`src/rtl/vga_fb_arbiter.sv`:
```
// Framebuffer SRAM arbiter: display scanout has absolute priority, host uses idle slots.
// Define VGA_FB_ARB_HOST_READ_EN to enable host reads; otherwise every host transfer is a write.
module vga_fb_arbiter #(
  parameter int ADDR_W = 19,
  parameter int DATA_W = 8,
  parameter int H_RES  = 640,
  parameter int V_RES  = 480
) (
  input  logic              clk,
  input  logic              reset,
  input  logic              disp_req,
  input  logic [9:0]        disp_x,
  input  logic [9:0]        disp_y,
  output logic [DATA_W-1:0] disp_data,
  output logic              disp_data_valid,
  input  logic              host_valid,
  output logic              host_ready,
  input  logic              host_we,
  input  logic [ADDR_W-1:0] host_addr,
  input  logic [DATA_W-1:0] host_wdata,
  output logic [DATA_W-1:0] host_rdata,
  output logic              host_rvalid,
  output logic [ADDR_W-1:0] mem_addr,
  output logic              mem_we,
  output logic [DATA_W-1:0] mem_wdata,
  input  logic [DATA_W-1:0] mem_rdata,
  output logic              disp_oob,
  output logic [15:0]       host_wait_cnt
);

  typedef enum logic [1:0] {
    IDLE    = 2'd0,
    DISP    = 2'd1,
    HOST_WR = 2'd2
`ifdef VGA_FB_ARB_HOST_READ_EN
   ,HOST_RD = 2'd3
`endif
  } state_t;

  typedef enum logic [1:0] {
    TAG_NONE = 2'd0,
    TAG_DISP = 2'd1
`ifdef VGA_FB_ARB_HOST_READ_EN
   ,TAG_HOST = 2'd2
`endif
  } tag_t;

  state_t            state, nxt;
  tag_t              tag_now, tag_q;
  logic              in_range, disp_hit;
  logic [ADDR_W-1:0] disp_addr;

  assign in_range   = (int'(disp_x) < H_RES) && (int'(disp_y) < V_RES);
  assign disp_hit   = disp_req & in_range;
  assign host_ready = host_valid & ~disp_req & ~reset;

  generate
    if (H_RES == 640) begin : g_shift
      assign disp_addr = (ADDR_W'(disp_y) << 9) + (ADDR_W'(disp_y) << 7) + ADDR_W'(disp_x);
    end else begin : g_mul
      assign disp_addr = ADDR_W'(disp_y) * ADDR_W'(H_RES) + ADDR_W'(disp_x);
    end
  endgenerate

`ifndef VGA_FB_ARB_HOST_READ_EN
  logic unused_host_we;
  assign unused_host_we = host_we;
`endif

  always_comb begin
    nxt = IDLE;
    if (disp_hit)
      nxt = DISP;
    else if (host_valid && host_ready) begin
`ifdef VGA_FB_ARB_HOST_READ_EN
      nxt = host_we ? HOST_WR : HOST_RD;
`else
      nxt = HOST_WR;
`endif
    end
  end

  // The grant register doubles as the first owner-tag stage; tag_q is the second.
  always_comb begin
    tag_now = TAG_NONE;
    case (state)
      DISP:    tag_now = TAG_DISP;
`ifdef VGA_FB_ARB_HOST_READ_EN
      HOST_RD: tag_now = TAG_HOST;
`endif
      default: tag_now = TAG_NONE;
    endcase
  end

  always_ff @(posedge clk) begin
    if (reset) begin
      state           <= IDLE;
      tag_q           <= TAG_NONE;
      mem_addr        <= '0;
      mem_we          <= 1'b0;
      mem_wdata       <= '0;
      disp_data       <= '0;
      disp_data_valid <= 1'b0;
      disp_oob        <= 1'b0;
      host_wait_cnt   <= '0;
`ifdef VGA_FB_ARB_HOST_READ_EN
      host_rdata      <= '0;
      host_rvalid     <= 1'b0;
`endif
    end else begin
      state  <= nxt;
      mem_we <= (nxt == HOST_WR);
      case (nxt)
        DISP:    mem_addr <= disp_addr;
        HOST_WR: begin
          mem_addr  <= host_addr;
          mem_wdata <= host_wdata;
        end
`ifdef VGA_FB_ARB_HOST_READ_EN
        HOST_RD: mem_addr <= host_addr;
`endif
        default: ;
      endcase

      tag_q           <= tag_now;
      disp_data_valid <= (tag_q == TAG_DISP);
      if (tag_q == TAG_DISP)
        disp_data <= mem_rdata;
`ifdef VGA_FB_ARB_HOST_READ_EN
      host_rvalid <= (tag_q == TAG_HOST);
      if (tag_q == TAG_HOST)
        host_rdata <= mem_rdata;
`endif

      if (disp_req && !in_range)
        disp_oob <= 1'b1;
      if (host_valid && !host_ready && host_wait_cnt != 16'hFFFF)
        host_wait_cnt <= host_wait_cnt + 16'd1;
    end
  end

`ifndef VGA_FB_ARB_HOST_READ_EN
  assign host_rdata  = '0;
  assign host_rvalid = 1'b0;
`endif

endmodule

```
`config.mk`:
```
export PLATFORM = sky130hd
export DESIGN_NAME = vga_fb_arbiter
export DESIGN_NICKNAME = d
export VERILOG_FILES = /design/src/rtl/vga_fb_arbiter.sv
export SDC_FILE = /design/constraint.sdc
export NUM_CORES = 1
export LEC_CHECK = 0
export CORE_AREA = 5 5 81 98
export DETAILED_ROUTE_END_ITERATION = 8
export DIE_AREA = 0 0 86 103
export PLACE_DENSITY = 0.78
export SLEW_MARGIN = 40
export SYNTH_ARGS = -nofsm -noshare
export SYNTH_HDL_FRONTEND = slang
export SYNTH_SLANG_ARGS = --single-unit
```
`constraint.sdc`:
```
create_clock -name clk -period 3 [get_ports clk]
set_input_delay 0.6 -clock clk [delete_from_list [all_inputs] [get_ports clk]]
set_output_delay 0.6 -clock clk [all_outputs]
set_load 0.05 [all_outputs]
```
==> impl_metrics.tcl <==
set metrics [dict create \
    final_util_pct 60.16 \
    ctsHoldBuffers 0 \
    placement.io_buffers 113 \
    root_buffer "clkbuf_8" \
    min_path_cells 1 \
    grt_antenna_before_repair 0 \
    ys_ff_latch 56 \
    clock_skew_ns 0.001535 \
    drt_iter0_drc 51 \
    synthCells 348 \
    crit_path_top_delay_cell "fa_1" \
    cts.reportedPaths.clkPinSlew_ns 0.10 \
    grt_use_total_pct 17.04 \
    finalHoldViolCount 0 \
    grt-ovfl-total 0 \
    crit_path_max_incr_delay_ns 0.53 \
    die_h_um 103 \
    ys_top_cells_by_area "dfxtp_1 (39%), ha_1 (8.7%), nor2_1 (6.9%)" \
    tightest_slew_ns 0.5630 \
    syn_to_final_growth_pct 46.29 \
    ys_types 41 \
    p_leak_nw 1.620 \
    drive_gt1_share_pct 6.452 \
    synth-seq-area-share_pct 38.84 \
    regArea_um2 1121 \
    clock_latency_ns 0.30 \
    crit_path_end "mem_addr[17]$_SDFFE_PP0P_" \
    dieArea_um2 8858 \
    rrSetupSlack_ns 1.19 \
    post-route-period-util_pct 94.81 \
    grt_max_degree 54 \
    syn_area_um2 2887 \
    r2r-start "host_wait_cnt[0]$_SDFFE_PP0P_" \
    cts_made_buffers 5 \
    yosys.area.top_type_share_pct 38.84 \
    vias 2783 \
    place.gp.congestion 0.8279 \
    path_common_cell "inv_1" \
    final_nets 546 \
    io-pin-count 124 \
    max_freq_ghz 0.3516 \
    drc 0 \
    power_density_nw_per_um2 410.7 \
    hpwlAfterDp_um 5855 \
    core_area_um2 7019 \
    yosysWarnings 0 \
    clock-sinks 56 \
    startpoint "disp_x[9]" \
    post_drt_wl_per_cell_um 13.76 \
    start_kind "primary input" \
    crit_fanout 2 \
    rows 34 \
    relSlewSlack_pct 62.46 \
    drt_pass1_iterations 4 \
    worst_setup_path_end_kind "flop" \
    fin_crit_ns 2.844 \
    reg2reg_to "host_wait_cnt[7]$_SDFFE_PP0P_" \
    die_x_um 86 \
    crit_type "primary input to flop" \
    power.total_mw 1.735 \
    antenna_cells 0 \
    setup_viol 0 \
    antenna_left 0 \
    yosysTopAreaCell "dfxtp_1" \
    drt_wl_total_um 7638 \
    status "finished clean" \
    drv_cap 0 \
    cp.arrival_ns 3.04 \
    viasPerCell 5.014 \
    fillers 642 \
    peakVddDrop_uv 204.8 \
    crit_path_cell_trace "clkdlybuf4s50_1 -> inv_1 -> fa_1 -> inv_1 -> ha_1 -> a21oi_2 -> nor3_1 -> o21ai_1 -> buf_4 -> o21ai_0 -> xnor2_1 -> a21oi_1" \
    grt_pass1_vias 2774 \
    cts_tree "yes" \
    rsz0062_at_grt "false" \
    grt_pass1_wl_um 12290 \
    required_ns 3.19 \
    reg2regPathDepth 7 \
    synth.avg_cell_area_um2 8.295 \
    cts_htree_levels 2 \
    cts_max_path_buffers 2 \
    multi_input_area_um2 1622 \
    maxSlewViolCount 0 \
    start_util_pct 41.12 \
    hold_class "flop to flop" \
]
-- cells in the mapped netlist --
cell,n
a21o_1,2
nor3b_2,1
a21oi_1,24
o21bai_1,3
buf_2,4
buf_4,9
nor2_1,53
and4_1,3
o211ai_1,1
nand3_1,11
xor2_1,8
fa_1,2
mux2i_1,9
nor3_1,9
nand2b_1,1
clkbuf_1,5
inv_1,12
buf_1,6
nand2_1,50
nand4_1,5
dfxtp_1,56
and2_1,2
a2111oi_2,1
o22ai_1,1
a211oi_1,5
or3_1,4
and3_1,2
buf_6,1
ha_1,20
nand3b_2,1
or2_0,1
a311oi_1,11
o21ai_1,2
xnor2_1,10
nor3b_1,1
nor2b_1,2
conb_1,1
nor4_2,1
o21ai_2,1
o21ai_0,6
a31oi_1,1
-- cell usage in the layout, fill, tap and decap left out, types with 9 or more instances in the layout --
master,count
clkdlybuf4s50_1,111
dfxtp_1,56
nor2_1,53
nand2_1,50
a21oi_1,21
ha_1,20
buf_4,13
inv_1,12
nand3_1,11
a311oi_1,11
xnor2_1,10
mux2i_1,9
nor3_1,9
conb_1,9
-- area by class of cell --
type | count | share of cell area (%)
Inverter | 12 | 1.067
Timing Repair Buffer | 126 | 29.21
Multi-Input combinational cell | 263 | 38.40
Tap cell | 90 | 2.667
Clock buffer | 6 | 1.719
Sequential cell | 56 | 26.55
Clock inverter | 2 | 0.3852
-- worst min path at each step --
| stage | slack, ns | to | from |
|---|---|---|---|
| floorplan | 0.44 | tag_q[0]$_SDFF_PP0_ | state[0]$_SDFF_PP0_ |
| finish | 0.43 | tag_q[0]$_SDFF_PP0_ | mem_we$_SDFF_PP0_ |
| global route | 0.46 | tag_q[0]$_SDFF_PP0_ | mem_we$_SDFF_PP0_ |
| detailed placement | 0.42 | tag_q[0]$_SDFF_PP0_ | mem_we$_SDFF_PP0_ |
| CTS | 0.44 | tag_q[0]$_SDFF_PP0_ | mem_we$_SDFF_PP0_ |
| global placement | 0.41 | tag_q[0]$_SDFF_PP0_ | mem_we$_SDFF_PP0_ |
-- report_power, final --
group	total (mW)	switching [mW]	leakage, nW	internal [mW]
logic	0.522	0.302	1.12	0.220
registers	0.797	0.0204	0.457	0.776
clock network	0.416	0.249	0.0414	0.167
total	1.73	0.571	1.62	1.16
-- state kept, by name (all words and copies together), names as in the netlist --
| signal | count |
|---|---|
| disp_oob | 1 |
| state | 1 |
| mem_we | 1 |
| tag_q | 1 |
| disp_data_valid | 1 |
| mem_wdata | 8 |
| disp_data | 8 |
| mem_addr | 19 |
| host_wait_cnt | 16 |
-- logic make-up (layout without fill, tap and decap cells) --
family          count (synthesis)  after routing  share of synthesized area, %
compound gates                 58             58                         13.00
xor+xnor                       18             18                         5.462
fa+ha+maj                      22             22                         10.06
buf+inv                        37            146                         6.415
flops                          56             56                         38.84
mux                             9              9                         3.121
other cells                     1              9                        0.1299
simple gates                  147            147                         22.97
-- worst max-delay path, delay by kind of cell --
kind / cells / cell delay, ns
compound gates: 4 / 0.49
xor+xnor: 1 / 0.16
fa+ha+maj: 2 / 0.82
buf+inv: 4 / 0.75
simple gates: 1 / 0.23
-- routing by layer --
layer	track usage (%)	routed length [µm]	vias up
met2	33.23	4017	77
li1	-	-	1405
met5	0	0	-
met4	5.847	134	0
met1	17.63	2996	1289
met3	3.997	489	12
-- per-stage QoR --
| stage | cell area, µm² | instances | hold WS [ns] | TNS (ns) | worst slack, ns |
|---|---|---|---|---|---|
| final | 4223 | 555 | 0.4346 | 0 | 0.1557 |
| after global routing | 4223 | 555 | 0.4624 | 0 | 0.01405 |
| after CTS | 4204 | 554 | 0.4366 | 0 | 0.07275 |
| after detailed placement | 4115 | 546 | 0.4152 | -1.163 | -0.2389 |
| after global placement | 4115 | 546 | 0.4114 | -0.8319 | -0.2405 |
| after floorplan | 2917 | 356 | 0.4421 | 0 | 0.4429 |
-- timing repair --
item                                   CTS  global route
endpoints found under the hold margin    0             0
buffers inserted                         0             1
setup endpoints to repair                0             5
gates resized for setup                  0             3
No activity file was read; power rests on OpenSTA's default activity.
